## config.mk

```make
export PLATFORM = sky130hd
export DESIGN_NAME = control_unit_flat
export DESIGN_NICKNAME = d
export VERILOG_FILES = /design/src/rtl/control_unit_pkg.sv /design/src/rtl/control_unit_if.sv /design/src/rtl/control_unit_reg_select.sv /design/src/rtl/control_unit.sv /design/src/flat_wrapper.sv
export SDC_FILE = /design/constraint.sdc
export NUM_CORES = 1
export LEC_CHECK = 0
export ABC_CLOCK_PERIOD_IN_PS = 2400
export BUFFER_PORTS_ARGS = -buffer_cell sky130_fd_sc_hd__buf_2
export CAP_MARGIN = 20
export CORE_MARGIN = 2
export CORE_UTILIZATION = 45
export CTS_BUF_LIST = sky130_fd_sc_hd__clkbuf_2
export DETAILED_ROUTE_END_ITERATION = 6
export HOLD_SLACK_MARGIN = 0.15
export PLACE_DENSITY = 0.83
export SYNTH_ARGS = -nofsm -noshare
export SYNTH_HDL_FRONTEND = slang
export SYNTH_SLANG_ARGS = --single-unit
```

## constraint.sdc

```tcl
create_clock -name w_clock -period 2.4 [get_ports w_clock]
set_input_delay 0.24 -clock w_clock [delete_from_list [all_inputs] [get_ports w_clock]]
set_output_delay 0.24 -clock w_clock [all_outputs]
set_load 0.01 [all_outputs]
```

## src/rtl/control_unit_pkg.sv

```systemverilog
// cpu_pkg: Mini SRC ISA opcodes, sequencer states, IR field positions and
// opcode classification helpers shared by the control unit and its bench.
package cpu_pkg;

  localparam logic [4:0] OP_ADD  = 5'd0;
  localparam logic [4:0] OP_SUB  = 5'd1;
  localparam logic [4:0] OP_AND  = 5'd2;
  localparam logic [4:0] OP_OR   = 5'd3;
  localparam logic [4:0] OP_ROL  = 5'd4;
  localparam logic [4:0] OP_MUL  = 5'd5;
  localparam logic [4:0] OP_DIV  = 5'd6;
  localparam logic [4:0] OP_ROR  = 5'd7;
  localparam logic [4:0] OP_SHR  = 5'd8;
  localparam logic [4:0] OP_SHRA = 5'd9;
  localparam logic [4:0] OP_SHL  = 5'd10;
  localparam logic [4:0] OP_NOT  = 5'd11;
  localparam logic [4:0] OP_NEG  = 5'd12;
  localparam logic [4:0] OP_HALT = 5'd27;

  localparam int OP_MSB = 31;
  localparam int OP_LSB = 27;
  localparam int RA_MSB = 26;
  localparam int RA_LSB = 23;
  localparam int RB_MSB = 22;
  localparam int RB_LSB = 19;
  localparam int RC_MSB = 18;
  localparam int RC_LSB = 15;

  typedef enum logic [3:0] {
    IDLE, F0, F1, F2, X3, X4, X5, X6, HALT
  } state_t;

  function automatic logic is_binary(input logic [4:0] op);
    return op inside {OP_ADD, OP_SUB, OP_AND, OP_OR, OP_ROL, OP_ROR,
                      OP_SHR, OP_SHRA, OP_SHL};
  endfunction

  function automatic logic is_unary(input logic [4:0] op);
    return op inside {OP_NOT, OP_NEG};
  endfunction

  function automatic logic is_muldiv(input logic [4:0] op);
    return op inside {OP_MUL, OP_DIV};
  endfunction

endpackage

```

## src/rtl/control_unit_if.sv

```systemverilog
// control_unit_if: IR/handshake inputs and every DataPath control line of the
// sequencer; master is the control unit, slave is the datapath side.
interface control_unit_if #(
  parameter int NREG = 16
);
  logic            w_run;
  logic            w_mem_rdy;
  logic [31:0]     w_IR;
  logic            s_PC, s_Zlow, s_Zhigh, s_MDR;
  logic [NREG-1:0] s_R;
  logic [NREG-1:0] e_R;
  logic            e_MAR, e_Z, e_PC, e_MDR, e_IR, e_Y, e_HI, e_LO, e_alu;
  logic            w_IncPC, w_read;
  logic [5:0]      opcode;
  logic            w_halted, w_illegal;
  logic [15:0]     w_instr_cnt;

  modport master (
    input  w_run, w_mem_rdy, w_IR,
    output s_PC, s_Zlow, s_Zhigh, s_MDR, s_R, e_R,
           e_MAR, e_Z, e_PC, e_MDR, e_IR, e_Y, e_HI, e_LO, e_alu,
           w_IncPC, w_read, opcode, w_halted, w_illegal, w_instr_cnt
  );

  modport slave (
    output w_run, w_mem_rdy, w_IR,
    input  s_PC, s_Zlow, s_Zhigh, s_MDR, s_R, e_R,
           e_MAR, e_Z, e_PC, e_MDR, e_IR, e_Y, e_HI, e_LO, e_alu,
           w_IncPC, w_read, opcode, w_halted, w_illegal, w_instr_cnt
  );
endinterface

```

## src/rtl/control_unit_reg_select.sv

```systemverilog
// reg_select: 4-bit register index to one-hot NREG vector, all zeros when
// disabled or when the index has no matching register.
module reg_select #(
  parameter int NREG = 16
) (
  input  logic            i_en,
  input  logic [3:0]      i_sel,
  output logic [NREG-1:0] o_onehot
);

  always_comb begin
    o_onehot = '0;
    for (int k = 0; k < NREG; k++) begin
      o_onehot[k] = i_en && (32'(i_sel) == k);
    end
  end

endmodule

```

## src/rtl/control_unit.sv

```systemverilog
// control_unit: hard-wired Mini SRC sequencer, one control step per clock.
// Define MULDIV_EN to enable the mul/div LO/HI writeback path (X5/X6).
module control_unit #(
  parameter int NREG = 16
) (
  input logic            w_clock,
  input logic            w_clear,
  control_unit_if.master bus
);
  import cpu_pkg::*;

  state_t      r_state;
  logic        r_f1Wait;
  logic        r_halted;
  logic        r_illegal;
  logic [15:0] r_instrCnt;

  logic [4:0] w_op;
  logic [3:0] w_ra, w_rb, w_rc, w_selIdx;
  logic       w_isBin, w_isUn, w_isMulDiv, w_twoOp;
  logic       w_selEn, w_loadEn, w_unusedIr;

  assign w_op       = bus.w_IR[OP_MSB:OP_LSB];
  assign w_ra       = bus.w_IR[RA_MSB:RA_LSB];
  assign w_rb       = bus.w_IR[RB_MSB:RB_LSB];
  assign w_rc       = bus.w_IR[RC_MSB:RC_LSB];
  assign w_unusedIr = ^bus.w_IR[RC_LSB-1:0];

  assign w_isBin = is_binary(w_op);
  assign w_isUn  = is_unary(w_op);
`ifdef MULDIV_EN
  assign w_isMulDiv = is_muldiv(w_op);
`else
  assign w_isMulDiv = 1'b0;
`endif
  assign w_twoOp = w_isBin | w_isMulDiv;

  // Unary ops read their single operand (Rb) straight into the ALU in X4.
  assign w_selEn  = ((r_state == X3) && w_twoOp) || (r_state == X4);
  assign w_selIdx = (r_state == X3) ? w_rb :
                    (r_state == X4) ? (w_isUn ? w_rb : w_rc) : 4'd0;
  assign w_loadEn = (r_state == X5) && !w_isMulDiv;

  reg_select #(.NREG(NREG)) u_outSel (
    .i_en     (w_selEn),
    .i_sel    (w_selIdx),
    .o_onehot (bus.s_R)
  );

  reg_select #(.NREG(NREG)) u_loadSel (
    .i_en     (w_loadEn),
    .i_sel    (w_ra),
    .o_onehot (bus.e_R)
  );

  assign bus.s_PC    = (r_state == F0);
  assign bus.e_MAR   = (r_state == F0);
  assign bus.w_IncPC = (r_state == F0);
  assign bus.e_Z     = (r_state == F0) || (r_state == X4);
  assign bus.s_Zlow  = (r_state == F1) || (r_state == X5);
  assign bus.e_PC    = (r_state == F1) && !r_f1Wait;
  assign bus.w_read  = (r_state == F1);
  assign bus.e_MDR   = (r_state == F1);
  assign bus.s_MDR   = (r_state == F2);
  assign bus.e_IR    = (r_state == F2);
  assign bus.e_Y     = (r_state == X3) && w_twoOp;
  assign bus.e_alu   = (r_state == X4);
  assign bus.opcode  = (r_state == X4) ? {1'b0, w_op} : 6'd0;
`ifdef MULDIV_EN
  assign bus.s_Zhigh = (r_state == X6);
  assign bus.e_HI    = (r_state == X6);
  assign bus.e_LO    = (r_state == X5) && w_isMulDiv;
`else
  assign bus.s_Zhigh = 1'b0;
  assign bus.e_HI    = 1'b0;
  assign bus.e_LO    = 1'b0;
`endif

  assign bus.w_halted    = r_halted;
  assign bus.w_illegal   = r_illegal;
  assign bus.w_instr_cnt = r_instrCnt;

  // r_f1Wait marks F1 wait cycles so PC is reloaded only on the first one.
  always_ff @(posedge w_clock) begin
    if (!w_clear) begin
      r_state    <= IDLE;
      r_f1Wait   <= 1'b0;
      r_halted   <= 1'b0;
      r_illegal  <= 1'b0;
      r_instrCnt <= 16'd0;
    end else begin
      case (r_state)
        IDLE: if (bus.w_run) r_state <= F0;
        F0: begin
          r_state  <= F1;
          r_f1Wait <= 1'b0;
        end
        F1: begin
          if (bus.w_mem_rdy) begin
            r_state  <= F2;
            r_f1Wait <= 1'b0;
          end else begin
            r_f1Wait <= 1'b1;
          end
        end
        F2: r_state <= X3;
        X3: begin
          if (w_op == OP_HALT) begin
            r_halted <= 1'b1;
            r_state  <= HALT;
          end else if (w_isBin || w_isUn || w_isMulDiv) begin
            r_state <= X4;
          end else begin
            r_illegal <= 1'b1;
            r_halted  <= 1'b1;
            r_state   <= HALT;
          end
        end
        X4: r_state <= X5;
        X5: begin
          if (w_isMulDiv) begin
            r_state <= X6;
          end else begin
            r_instrCnt <= r_instrCnt + 16'd1;
            r_state    <= bus.w_run ? F0 : IDLE;
          end
        end
`ifdef MULDIV_EN
        X6: begin
          r_instrCnt <= r_instrCnt + 16'd1;
          r_state    <= bus.w_run ? F0 : IDLE;
        end
`endif
        HALT: r_state <= HALT;
        default: r_state <= IDLE;
      endcase
    end
  end

endmodule

```

## src/flat_wrapper.sv

```systemverilog
// flat-port wrapper written by rule: the top's interface ports become plain ports
module control_unit_flat import cpu_pkg::*;
#(
  parameter int NREG = 16
)
  (w_clock, w_clear, bus_w_run, bus_w_mem_rdy, bus_w_IR, bus_s_PC, bus_s_Zlow, bus_s_Zhigh, bus_s_MDR, bus_s_R, bus_e_R, bus_e_MAR, bus_e_Z, bus_e_PC, bus_e_MDR, bus_e_IR, bus_e_Y, bus_e_HI, bus_e_LO, bus_e_alu, bus_w_IncPC, bus_w_read, bus_opcode, bus_w_halted, bus_w_illegal, bus_w_instr_cnt);
  control_unit_if #(.NREG(NREG)) bus_i ();
  input logic w_clock;
  input logic w_clear;
  input wire logic [$bits(bus_i.w_run)-1:0] bus_w_run;
  input wire logic [$bits(bus_i.w_mem_rdy)-1:0] bus_w_mem_rdy;
  input wire logic [$bits(bus_i.w_IR)-1:0] bus_w_IR;
  output wire logic [$bits(bus_i.s_PC)-1:0] bus_s_PC;
  output wire logic [$bits(bus_i.s_Zlow)-1:0] bus_s_Zlow;
  output wire logic [$bits(bus_i.s_Zhigh)-1:0] bus_s_Zhigh;
  output wire logic [$bits(bus_i.s_MDR)-1:0] bus_s_MDR;
  output wire logic [$bits(bus_i.s_R)-1:0] bus_s_R;
  output wire logic [$bits(bus_i.e_R)-1:0] bus_e_R;
  output wire logic [$bits(bus_i.e_MAR)-1:0] bus_e_MAR;
  output wire logic [$bits(bus_i.e_Z)-1:0] bus_e_Z;
  output wire logic [$bits(bus_i.e_PC)-1:0] bus_e_PC;
  output wire logic [$bits(bus_i.e_MDR)-1:0] bus_e_MDR;
  output wire logic [$bits(bus_i.e_IR)-1:0] bus_e_IR;
  output wire logic [$bits(bus_i.e_Y)-1:0] bus_e_Y;
  output wire logic [$bits(bus_i.e_HI)-1:0] bus_e_HI;
  output wire logic [$bits(bus_i.e_LO)-1:0] bus_e_LO;
  output wire logic [$bits(bus_i.e_alu)-1:0] bus_e_alu;
  output wire logic [$bits(bus_i.w_IncPC)-1:0] bus_w_IncPC;
  output wire logic [$bits(bus_i.w_read)-1:0] bus_w_read;
  output wire logic [$bits(bus_i.opcode)-1:0] bus_opcode;
  output wire logic [$bits(bus_i.w_halted)-1:0] bus_w_halted;
  output wire logic [$bits(bus_i.w_illegal)-1:0] bus_w_illegal;
  output wire logic [$bits(bus_i.w_instr_cnt)-1:0] bus_w_instr_cnt;
  assign bus_i.w_run = bus_w_run;
  assign bus_i.w_mem_rdy = bus_w_mem_rdy;
  assign bus_i.w_IR = bus_w_IR;
  assign bus_s_PC = bus_i.s_PC;
  assign bus_s_Zlow = bus_i.s_Zlow;
  assign bus_s_Zhigh = bus_i.s_Zhigh;
  assign bus_s_MDR = bus_i.s_MDR;
  assign bus_s_R = bus_i.s_R;
  assign bus_e_R = bus_i.e_R;
  assign bus_e_MAR = bus_i.e_MAR;
  assign bus_e_Z = bus_i.e_Z;
  assign bus_e_PC = bus_i.e_PC;
  assign bus_e_MDR = bus_i.e_MDR;
  assign bus_e_IR = bus_i.e_IR;
  assign bus_e_Y = bus_i.e_Y;
  assign bus_e_HI = bus_i.e_HI;
  assign bus_e_LO = bus_i.e_LO;
  assign bus_e_alu = bus_i.e_alu;
  assign bus_w_IncPC = bus_i.w_IncPC;
  assign bus_w_read = bus_i.w_read;
  assign bus_opcode = bus_i.opcode;
  assign bus_w_halted = bus_i.w_halted;
  assign bus_w_illegal = bus_i.w_illegal;
  assign bus_w_instr_cnt = bus_i.w_instr_cnt;
  control_unit #(.NREG(NREG)) u_core (.w_clock(w_clock), .w_clear(w_clear), .bus(bus_i));
endmodule
```

### Yosys cells after proc, flatten, opt, wreduce, memory -nomap -nowiden

Cells that the tools add are included.

| cells by class | value |
|---|---|
| bitwise operators | 2 |
| $add $sub $neg | 1 |
| reductions and logical operators | 49 |
| eq/ne operators | 51 |
| muxes and demuxes | 14 |

Operators by type and width:

| cell | count |
|---|---|
| 4-bit == test, second input constant | 17 |
| 4-bit by 3-bit == test with 1-bit output, second input constant | 11 |
| 1-bit logical AND | 34 |
| 4-bit case mux with 8 select lines | 1 |
| 4-bit two-way mux | 7 |
| 5-bit by 4-bit == test with 1-bit output, second input constant | 5 |
| 4-bit by 2-bit == test with 1-bit output, second input constant | 6 |
| 16-bit by 1-bit adder with 16-bit output, second input constant | 1 |
| 4-bit by 1-bit == test with 1-bit output, second input constant | 3 |
| 4-bit logical NOT | 3 |
| 5-bit by 2-bit == test with 1-bit output, second input constant | 2 |
| 5-bit by 3-bit == test with 1-bit output, second input constant | 2 |
| 9-bit nonzero test | 1 |
| 5-bit by 1-bit == test with 1-bit output, second input constant | 1 |
| 5-bit == test, second input constant | 1 |
| 5-bit logical NOT | 1 |
| 5-bit two-way mux | 1 |
| 1-bit logical OR | 4 |
| 1-bit two-way mux | 4 |
| 2-bit inequality test, second input constant | 2 |
| 2-bit AND reduction | 2 |
| 2-bit nonzero test | 2 |
| 3-bit AND reduction | 1 |
| 2-bit by 1-bit inequality test with 1-bit output, second input constant | 1 |
| other kinds (3) | 4 |

| storage, ports and cells | value |
|---|---|
| register bits after elaboration | 23 |
| output and inout port bits | 71 |
| logic and storage cells | 122 |
| input bits | 36 |

### Longest topological paths before layout

| depth | value |
|---|---|
| depth after elaboration | 7 |
| depth in mapped cells | 8 |
| mapped depth without buffers | 5 |

### By module

A second synthesis with hierarchy kept.

| second synthesis, totals | value |
|---|---|
| cells, all modules | 226 |
| area, all modules | 1645.3 sq um |

By module, submodules not included:

| module | area an instance (sq um) | sequential area each (sq um) | cells each | times used |
|---|---|---|---|---|
| control_unit | 1410.1 | 460.4 | 180 | 1 |
| reg_select | 117.6 | 0.0 | 23 | 2 |

### Worst setup path before layout

Ideal clock, no wire load.

| timing | value |
|---|---|
| path type | reg2out |
| start point | register u_core.r_state[1] |
| end point | output port bus_s_R[14] |
| slack | 0.302 ns |
| stages on the path, launching flop included | 6 |
| path buffers | 1 |
| required time | 2.160 ns |
| arrival | 1.858 ns |
| cell sequence | dfxtp_1 > clkbuf_1 > nand3b_1 > nor3_1 > a21oi_2 > nor4b_1 |

| on the way | value |
|---|---|
| elaborated cells between the ends (all ways) | 8 |
| classes of those cells | eq/ne: 3; mux: 2; reduce/logical: 3 |

RTL lines:

| what | RTL line | RTL |
|---|---|---|
| start: declaration | control_unit.sv:12 | `state_t r_state;` |
| start signal: assignment | control_unit.sv:125 | `r_state <= bus.w_run ? F0 : IDLE;` |
| 4-bit by 3-bit == test with 1-bit output | n/a |  |
| 1-bit logical AND | n/a |  |
| named net bus_e_Y | flat_wrapper.sv:24 | `output wire logic [$bits(bus_i.e_Y)-1:0] bus_e_Y;` |
| 1-bit logical OR | control_unit.sv:39 | `assign w_selEn = ((r_state == X3) && w_twoOp) \|\| (r_state == X4);` |
| 1-bit logical AND | control_unit_reg_select.sv:14 | `o_onehot[k] = i_en && (32'(i_sel) == k);` |
| end: declaration | flat_wrapper.sv:17 | `output wire logic [$bits(bus_i.s_R)-1:0] bus_s_R;` |

The timed path passes the listed nets, and every way through them passes these cells.

### Final worst setup path

| timing | value |
|---|---|
| start point | register u_core.r_state[3] |
| end point | output port bus_s_R[4] |

| on the way | value |
|---|---|
| cells in the longest elaborated chain, start to end | 5 |
| elaborated cells between the ends (all ways) | 8 |
| classes of those cells | eq/ne: 3; mux: 2; reduce/logical: 3 |

RTL lines:

| what | RTL line | RTL |
|---|---|---|
| 4-bit by 3-bit == test with 1-bit output | control_unit.sv:39, control_unit.sv:41 |  |
| 4-bit two-way mux | control_unit.sv:41 | `(r_state == X4) ? (w_isUn ? w_rb : w_rc) : 4'd0;` |
| 4-bit two-way mux | control_unit.sv:40 | `assign w_selIdx = (r_state == X3) ? w_rb :` |
| 4-bit by 3-bit == test with 1-bit output | control_unit_reg_select.sv:14 |  |
| 1-bit logical AND * | control_unit_reg_select.sv:14 |  |

Every way passes the cells marked *; elsewhere a longest branch is shown, timed or not.

==> metrics.csv <==
metric,value,unit
"EDFF count, synth",0,
initial antenna violation count,0,
I/O pins,107,
drc violations,0,
clock buffer depth,2,
clk_lat worst skew,0.34,ns
die area,4400,µm²
vias in the first global route,1568,
CTS tree,yes,
Area contributors post-synth,"dfxtp_1 (26%), and2_1 (8.6%), xnor2_1 (7.0%), nor2_1 (4.1%), buf_4 (3.9%)",
Inst Count DP,339,
synthesized area,1750,µm²
die height,66.3,µm
first-pass GRT wire length,6820,µm
post-synthesis async set-or-reset flop share,0,
Pwr per Cell Area,311,nW/µm²
GRT overflow,0,
fmax,0.428,GHz
period utilisation layout,0.974,
ys flop type,dfxtp_1,
Final Hold Fails,0,
H-tree levels,1,
register area share after synthesis,0.263,
nets,342,
Synth top area share,0.263,
"Avg Cell Area, Syn",7.98,µm²
drt pass-1 iters,4,
CP Capture Type,primary output,
flip-flop and latch count after synthesis,23,
drt wl/cell,13.3,µm
"Arr. time, crit path",2.10,ns
setup_tns,0,ns
pin count of the biggest net entering global routing,22,
Placer Congestion,0.789,
Max-Cap Viols,0,
core area,3690,µm²
CP startpoint kind,register,
RSZ-0062 raised after global routing,true,
CTS root buf,clkbuf_2,
Worst Hold Path Cells,3,
Synth cell types,53,
share of cells above drive strength 1,0.438,
Area growth syn-to-layout,35.1,%
total track usage,0.193,
Initial Util,0.474,
clock skew,0.0224,ns
WL final,4700,µm
status,"complete, no violations",
Yosys top cell by area,dfxtp_1,
Num CTS Buffers,3,
Synth warnings,0,
final cell count without fillers,352,
Vias/cell,5.32,
hold crit path type,in2reg,
design area,2360,µm²
number of diodes,0,
CTS sink count,23,
clk slew on worst S/H paths,0.22,ns
R2R depth,7,
"Req. time, crit path",2.16,ns
post-detailed-route count of antenna-violating nets,0,
detailed router's first-iteration violation count,62,
Die Wd,66.3,µm
Final setup viols,0,
crit path max fanout,8,
placed cell areas,2140,µm²
PortBufs,87,
Post-DP HPWL,3310,µm
row cnt,22,
Final Max Slew Viols,0,
Pleak,1.15,nW
critical path class,reg2out,
Vias,1872,
Mapped Cells,219,
Peak VDD IR,0.000291,V
Final Critical Period,2.34,ns
==> synth_stat cells (all sizes together), types with 5 or more instances <==
cell type / count
dfxtp: 23
nor3: 12
buf: 18
nor3b: 6
nand3: 12
nand3b: 5
nor4: 5
nor2: 19
nor4b: 5
a21oi: 7
and2: 26
nand2: 10
xnor2: 14
o21ai: 7
==> what timing repair did <==
item / in CTS / in global routing
setup endpoints to repair: 15 / 16
pin swaps: 0 / 12
hold buffers: 0 / 0
gates cloned: 0 / 2
gates resized for setup: 10 / 20
buffers inserted: 0 / 7
==> stage by stage <==
stage | worst slack, ns | utilization | hold slack [ns] | total power [mW]
2_1_floorplan | 0.302 | - | 0.418 | 0.517
3_3_place_gp | 0.259 | 0.580 | 0.452 | 0.561
3_5_place_dp | 0.166 | 0.580 | 0.458 | 0.565
4_1_cts | 0.0332 | 0.594 | 0.188 | 0.728
5_1_grt | -0.0899 | 0.640 | 0.184 | 0.783
6_report | 0.0635 | 0.640 | 0.209 | 0.735
==> kinds of logic (layout without fill, tap and decap cells) <==
group                    count (synthesis)  in the layout  synth area share
multiplexers                             1              1           0.00573
XOR/XNOR                                16             16            0.0802
buffers and inverters                   25            105            0.0902
AND/OR/NAND/NOR                        120            122             0.415
other                                    1              4           0.00215
AO/OA/AOI/OAI                           32             32             0.136
flip-flops                              23             23             0.263
adder cells (fa/ha/maj)                  1              1           0.00716
==> power breakdown <==
group | switching (mW) | internal [mW]
Sequential | 0.0161 | 0.390
Combinational | 0.0999 | 0.0699
Clock | 0.115 | 0.0441
==> layer usage <==
layer | track usage | wire length (µm)
met5 | 0 | 0
met4 | 0.0383 | 53
met3 | 0.0256 | 260
met2 | 0.350 | 2300
met1 | 0.241 | 2080
==> area by class of cell <==
| type | instances | area, µm² |
|---|---|---|
| Fill cell | 329 | 1330 |
| Multi-Input combinational cell | 176 | 1280 |
| Timing Repair Buffer | 98 | 518 |
| Sequential cell | 23 | 473 |
| Tap cell | 48 | 60.1 |
| Clock buffer | 4 | 20.0 |
| Inverter | 3 | 11.3 |
==> worst max-delay path: stages (launching register included) <==
cell,delay (ns)
dfxtp_4,0.45
and4bb_4,0.27
buf_4,0.16
a32o_2,0.28
a21oi_4,0.33
nor3_1,0.10
buf_2,0.15
==> registers in the layout (all words and copies together) (netlist names) <==
| register | cells |
|---|---|
| u_core.r_f1Wait | 1 |
| u_core.bus.w_instr_cnt | 16 |
| u_core.r_state | 4 |
| u_core.bus.w_halted | 1 |
| u_core.bus.w_illegal | 1 |
==> cell usage in the layout (no fill, tap or decap), types with 4 or more instances in the layout <==
cell type,netlist,layout
clkbuf_2,0,4
nor3_1,12,11
conb_1,1,4
buf_2,6,87
nor2_1,19,17
dfxtp_1,23,19
a21oi_1,6,6
nor3b_1,5,4
xnor2_1,14,14
nand2_1,10,10
buf_4,9,11
nand3b_1,5,5
o211ai_1,4,4
and2_1,24,24
nand3_1,12,11
==> path summary, 6_finish.rpt <==
path                                         from                         to  slack [ns]
worst max-delay path            u_core.r_state[3]                 bus_s_R[4]        0.06
worst min-delay path                bus_w_mem_rdy          u_core.r_state[2]        0.21
worst min register to register  u_core.r_state[2]          u_core.r_state[0]        0.50
worst max register to register  u_core.r_state[2]  u_core.bus.w_instr_cnt[5]        0.56
Note: power is estimated with default switching activity, not from simulation.
